$ cat src/rtl/pe_pkg.sv
// Shared types and helpers for the PE stream driver.
// Capture-window bounds are derived from the kernel size, row length and PE latency.
package pe_pkg;

   localparam int unsigned DATA_W = 8;

   typedef enum logic [2:0] {
      IDLE,
      LOAD,
      KERNEL,
      STREAM,
      DONE
   } drv_state_t;

   // First stream cycle whose output_sum holds a complete window.
   function automatic int unsigned cap_first(input int unsigned taps, input int unsigned lat);
      return taps - 1 + lat;
   endfunction

   // Stream cycle carrying the window that ends on the last ifmap sample.
   function automatic int unsigned cap_last(input int unsigned len, input int unsigned lat);
      return len - 1 + lat;
   endfunction

endpackage

$ cat src/rtl/pe_row_buffer.sv
// One ifmap row of storage: indexed write port, combinational indexed read, async clear.
// Reads at an index past the end return zero, which the driver uses as stream padding.
module pe_row_buffer import pe_pkg::*; #(
   parameter int unsigned DEPTH = 8,
   parameter int unsigned WIDTH = DATA_W,
   parameter int unsigned IW    = 4
) (
   input  logic             clk,
   input  logic             rst,
   input  logic             wr_en,
   input  logic [IW-1:0]    wr_idx,
   input  logic [WIDTH-1:0] wr_data,
   input  logic [IW-1:0]    rd_idx,
   output logic [WIDTH-1:0] rd_data
);

   logic [WIDTH-1:0] mem [DEPTH];

   always_ff @(posedge clk or posedge rst) begin
      if (rst) begin
         for (int unsigned i = 0; i < DEPTH; i++) mem[i] <= '0;
      end else begin
         for (int unsigned i = 0; i < DEPTH; i++)
            if (wr_en && wr_idx == IW'(i)) mem[i] <= wr_data;
      end
   end

   always_comb begin
      rd_data = '0;
      for (int unsigned i = 0; i < DEPTH; i++)
         if (rd_idx == IW'(i)) rd_data = mem[i];
   end

endmodule

$ cat src/rtl/pe_stream_driver.sv
// PE initiator: buffers a kernel and one ifmap row, loads the kernel, streams the row
// gap-free and captures output_sum on the cycles where valid convolution windows emerge.
module pe_stream_driver #(
   parameter int unsigned TOTAL_WEIGHTS = 3,
   parameter int unsigned IFMAP_LEN     = 8,
   parameter int unsigned PE_LATENCY    = 2,
   parameter int unsigned DATA_W        = pe_pkg::DATA_W,
   localparam int unsigned AW = (TOTAL_WEIGHTS > 1) ? $clog2(TOTAL_WEIGHTS) : 1
) (
   input  logic              clk,
   input  logic              rst,
   input  logic              start,
   input  logic [DATA_W-1:0] bias_in,
   input  logic              wgt_wr_en,
   input  logic [AW-1:0]     wgt_wr_addr,
   input  logic [DATA_W-1:0] wgt_wr_data,
   input  logic              row_valid,
   output logic              row_ready,
   input  logic [DATA_W-1:0] row_data,
   output logic [DATA_W-1:0] weights_out [TOTAL_WEIGHTS],
   output logic              write_kernel,
   output logic [DATA_W-1:0] ifmap_out,
   output logic [DATA_W-1:0] partial_sum_out,
   input  logic [DATA_W-1:0] output_sum_in,
   output logic              res_valid,
   output logic [DATA_W-1:0] res_data,
   output logic              busy,
   output logic              done
);

   import pe_pkg::*;

   localparam int unsigned   CW      = $clog2(IFMAP_LEN + PE_LATENCY + 1);
   localparam logic [CW-1:0] CAP_LO  = CW'(cap_first(TOTAL_WEIGHTS, PE_LATENCY));
   localparam logic [CW-1:0] CAP_HI  = CW'(cap_last(IFMAP_LEN, PE_LATENCY));
   localparam logic [CW-1:0] LAST_WR = CW'(IFMAP_LEN - 1);

   drv_state_t        state, state_nx;
   logic [CW-1:0]     wr_idx, t, rd_idx;
   logic [DATA_W-1:0] kernel [TOTAL_WEIGHTS];
   logic [DATA_W-1:0] bias, rd_data;
   logic              load_hs, capture;

   assign row_ready = (state == LOAD);
   assign busy      = (state != IDLE);
   assign done      = (state == DONE);
   assign load_hs   = (state == LOAD) && row_valid;
   assign capture   = (state == STREAM) && (t >= CAP_LO) && (t <= CAP_HI);
   // Read one sample ahead so ifmap_out is registered yet shows buf[t] during cycle t.
   assign rd_idx    = (state == STREAM) ? t + 1'b1 : '0;

   pe_row_buffer #(
      .DEPTH (IFMAP_LEN),
      .WIDTH (DATA_W),
      .IW    (CW)
   ) u_buf (
      .clk     (clk),
      .rst     (rst),
      .wr_en   (load_hs),
      .wr_idx  (wr_idx),
      .wr_data (row_data),
      .rd_idx  (rd_idx),
      .rd_data (rd_data)
   );

   always_ff @(posedge clk or posedge rst) begin
      if (rst) state <= IDLE;
      else     state <= state_nx;
   end

   always_comb begin
      state_nx = state;
      unique case (state)
         IDLE:    if (start) state_nx = LOAD;
         LOAD:    if (load_hs && wr_idx == LAST_WR) state_nx = KERNEL;
         KERNEL:  state_nx = STREAM;
         STREAM:  if (t == CAP_HI) state_nx = DONE;
         DONE:    state_nx = IDLE;
         default: state_nx = IDLE;
      endcase
   end

   always_ff @(posedge clk or posedge rst) begin
      if (rst) begin
         wr_idx          <= '0;
         t               <= '0;
         bias            <= '0;
         write_kernel    <= 1'b0;
         ifmap_out       <= '0;
         partial_sum_out <= '0;
         res_valid       <= 1'b0;
         res_data        <= '0;
         for (int unsigned i = 0; i < TOTAL_WEIGHTS; i++) begin
            kernel[i]      <= '0;
            weights_out[i] <= '0;
         end
      end else begin
         if (state == IDLE) begin
            for (int unsigned i = 0; i < TOTAL_WEIGHTS; i++)
               if (wgt_wr_en && wgt_wr_addr == AW'(i)) kernel[i] <= wgt_wr_data;
            if (start) begin
               bias   <= bias_in;
               wr_idx <= '0;
            end
         end
         if (load_hs) wr_idx <= wr_idx + 1'b1;

         write_kernel <= (state == LOAD) && (state_nx == KERNEL);
         if ((state == LOAD) && (state_nx == KERNEL))
            for (int unsigned i = 0; i < TOTAL_WEIGHTS; i++) weights_out[i] <= kernel[i];

         t               <= (state == STREAM) ? t + 1'b1 : '0;
         ifmap_out       <= (state_nx == STREAM) ? rd_data : '0;
         partial_sum_out <= (state_nx == STREAM) ? bias : '0;

         res_valid <= capture;
         if (capture) res_data <= output_sum_in;
      end
   end

endmodule

$ cat config.mk
export PLATFORM = sky130hd
export DESIGN_NAME = pe_stream_driver
export DESIGN_NICKNAME = d
export VERILOG_FILES = /design/src/rtl/pe_pkg.sv /design/src/rtl/pe_row_buffer.sv /design/src/rtl/pe_stream_driver.sv
export SDC_FILE = /design/constraint.sdc
export NUM_CORES = 1
export LEC_CHECK = 0
export CORE_MARGIN = 4
export CORE_UTILIZATION = 40
export DETAILED_ROUTE_END_ITERATION = 16
export GPL_TIMING_DRIVEN = 1
export PLACE_DENSITY = 0.67
export RECOVER_POWER = 50
export SYNTH_ARGS = -nofsm -noshare
export SYNTH_HDL_FRONTEND = slang
export SYNTH_SLANG_ARGS = --single-unit
$ cat constraint.sdc
create_clock -name clk -period 5 [get_ports clk]
set_clock_uncertainty 0.2 [all_clocks]
set_input_delay 1 -clock clk [delete_from_list [all_inputs] [get_ports clk]]
set_output_delay 1 -clock clk [all_outputs]
set_load 0.005 [all_outputs]
==> summary.txt <==
Outcome
  • Status: finished with violations
  • Failing checks: capacitance limit, slew limit

Placed design
  • Placement Setup Slack: around 1.9 ns
  • Post-DP HPWL: 10.25 mm
  • Gpl congestion: between 0.8 and 0.9
  • DP Cell Count: about 780
  • Port bufs: 91

Critical path
  • Critical path arrival: approximately 3.3 ns
  • CP Max Fanout: around 160
  • Worst Path Required: about 4.9 ns
  • Critical Path Start Type: primary input
  • RR Endpoint: ifmap_out[6]$_DFF_PP0_
  • Worst r2r path cells: 7
  • WS Path Type: in2async
  • Reg-to-reg slack, setup: ~1.9 ns
  • Setup crit end kind: asynchronous set/reset pin
  • R2r startpoint: t[0]$_DFF_PP0_

Clock tree
  • CTS max path bufs: 2
  • Clock latency on the worst-skew pair: 0.42 ns
  • Root Buffer: clkbuf_16
  • Post-CTS sizing: 0
  • Clock sinks: 157
  • Clk slew on worst S/H paths: 0.06 ns
  • Hold buffer count at cts: 0
  • CTS H-tree lvls: 4
  • CTS tree: built
  • Cts bufs inserted: 17
  • Post-CTS setup buffers: 0

Die
  • Ports: 92
  • Initial core utilization: 40.89%
  • Die area: roughly 19,000 sq um
  • Die H: 138.2 microns
  • Site row count: 47
  • Die X: roughly 140 microns
  • Core Region: about 17,000 sq um

Timing
  • Fin. max-slew vios: ~160
  • Worst Tran Pin Value: around 2.1 ns
  • Setup_tns: 0 ns
  • RSZ-0062 raised after global routing: no
  • Final WS setup: 1.644 ns
  • Tmin final: 3.356 ns
  • Final Cycle Share: between 60% and 70%
  • Final setup fails: 0
  • Max Fclk: 0.2980 GHz
  • Final hold vios: 0
  • Rel. slew slack: -39.34%

Route
  • DR pass1 iterations: 6
  • Initial DRC count: ~430
  • Residual DRC: 0
  • Routed WL per cell: approximately 18 microns
  • Vias per cell: approximately 5.3
  • Routed Antenna Nets: 0
  • Vias: between 4,000 and 5,000
  • Post-Route WL: 14.99 mm

Pwr
  • Maximum vdd drop: approximately 300 uV
  • Leak: approximately 3.9 nW
  • Power Dens Cells: 581.6 nW/um^2

Yosys
  • Largest cells by area after synthesis: dfrtp_1 (58%), mux2_2 (17%), mux2_4 (6.0%)
  • Yosys reg bits: about 160
  • Mapped Cells: 489
  • Number of synthesized flops with an enable pin: 0
  • Yosys top cell area share: 57.94%
  • Net Count, Synth: between 500 and 600
  • Number of distinct library cells after synthesis: 48
  • Syn Area/Cell: between 10 and 15 sq um
  • Largest area contributor in the synthesized netlist: dfrtp_1
  • YS warnings: 0
  • Sequential fraction of the synthesis area: between 50% and 60%
  • Mapped Area: 6780 sq um
  • Top-count cell post-synth: dfrtp_1
  • Most frequent cells after synthesis: dfrtp_1 (157), mux2_2 (100), mux2_4 (27)
  • Async set or reset register ratio after synthesis: 100.0%
  • Primary FF master, synth: dfrtp_1

Worst hold path
  • Tightest Hold Check Type: reg2reg
  • Worst Min Path Start: bias[2]$_DFFE_PP0P_
  • Worst hold stages: 1
  • Min-Delay Endpoint: partial_sum_out[2]$_DFF_PP0_

Finish
  • Finished Layout Cells: slightly above 800
  • Share of layout cells above drive strength 1: between 20 and 30%
  • Final net count: between 600 and 700
  • # diodes: 0
  • Area grow syn2layout: 25.10%
  • FILL cells: 1,427

GRT
  • Congestion Overflow GR: 0
  • Initial antenna violation count: 0
  • Largest net degree at the start of global routing: between 150 and 200
  • First-pass GRT wire length: roughly 25 mm
  • Total GRT Usage: roughly 16%
  • Vias in the first global route: 4,678

Job
  • Max-cap violations: 1
where the power goes:
part | total [mW] | leakage, nW | internal, mW | switching (mW)
Sequential | 2.11 | 2.01 | 1.78 | 0.328
Clock | 1.33 | 0.293 | 0.855 | 0.479
Combinational | 1.49 | 1.55 | 0.902 | 0.592
layout by cell type (no fill, tap or decap), types with 8 or more instances in the layout:
cell / instances
a21oi_1: 11
mux2_2: 100
clkdlybuf4s50_1: 88
inv_1: 9
nor3_1: 8
o22ai_1: 12
nand2_1: 19
dfrtp_1: 157
o21ai_0: 16
and2_1: 13
clkbuf_16: 17
nor2_1: 14
mux2_4: 27
worst max-delay path by stage:
stage                        start                          end  cells after the start
finish                         rst       ifmap_out[1]$_DFF_PP0_                      3
global route                   rst       ifmap_out[1]$_DFF_PP0_                      3
CTS                 t[0]$_DFF_PP0_       ifmap_out[6]$_DFF_PP0_                      7
detailed placement       row_valid  weights_out[18]$_DFFE_PP0P_                      5
global placement         row_valid    u_buf.mem[57]$_DFFE_PP0P_                      5
floorplan                      rst          bias[0]$_DFFE_PP0P_                      1
area by class of cell:
| type | count | area (sq um) | area share [%] |
|---|---|---|---|
| Clock inverter | 7 | 137.6 | 1.623 |
| Sequential cell | 157 | 3929 | 46.32 |
| Inverter | 12 | 48.80 | 0.5753 |
| Timing Repair Buffer | 95 | 933.4 | 11.00 |
| Clock buffer | 23 | 467.9 | 5.517 |
| Tap cell | 220 | 275.3 | 3.245 |
| Multi-Input combinational cell | 300 | 2690 | 31.72 |
registers in the layout (all words and copies together) (netlist names):
signal and flops:
bias 8, ifmap_out 8, kernel 24, partial_sum_out 8
res_data 8, res_valid 1, state 3, t 4
u_buf.mem 64, weights_out 24, wr_idx 4, write_kernel 1
metrics by stage:
stage	power, mW	area, sq um	util (%)	hold slack [ns]
after floorplan	2.989	6784	-	0.2494
after global placement	3.563	7900	47.64	0.2572
after detailed placement	3.613	7900	47.64	0.2707
after CTS	4.985	8506	51.29	0.2845
after global routing	5.228	8482	51.15	0.3056
final	4.933	8482	51.15	0.2821
logic make-up after synthesis:
kind of cell | Yosys count | share of synthesized area, %
AOI/OAI and AO/OA | 72 | 7.529
xor gates and xnor gates | 6 | 0.7750
adders and majority gates | 7 | 1.292
buffers and inverters | 32 | 2.417
DFF | 157 | 57.94
muxes | 127 | 22.59
and+or+nand+nor | 88 | 7.455
critical path, cell delays in order:
cell,delay (ns)
dlygate4sd3_1,0.57
clkinvlp_4,0.07
clkbuf_4,1.44
metal layers:
layer | vias to the layer above | GRT usage [%] | share of wire [%]
met5 | - | 0 | 0
met4 | 0 | 5.304 | 1.5
met3 | 19 | 5.836 | 6.8
met2 | 146 | 25.75 | 49
met1 | 2197 | 21.34 | 43
li1 | 1950 | - | -
No activity file was read; power rests on OpenSTA's default activity.
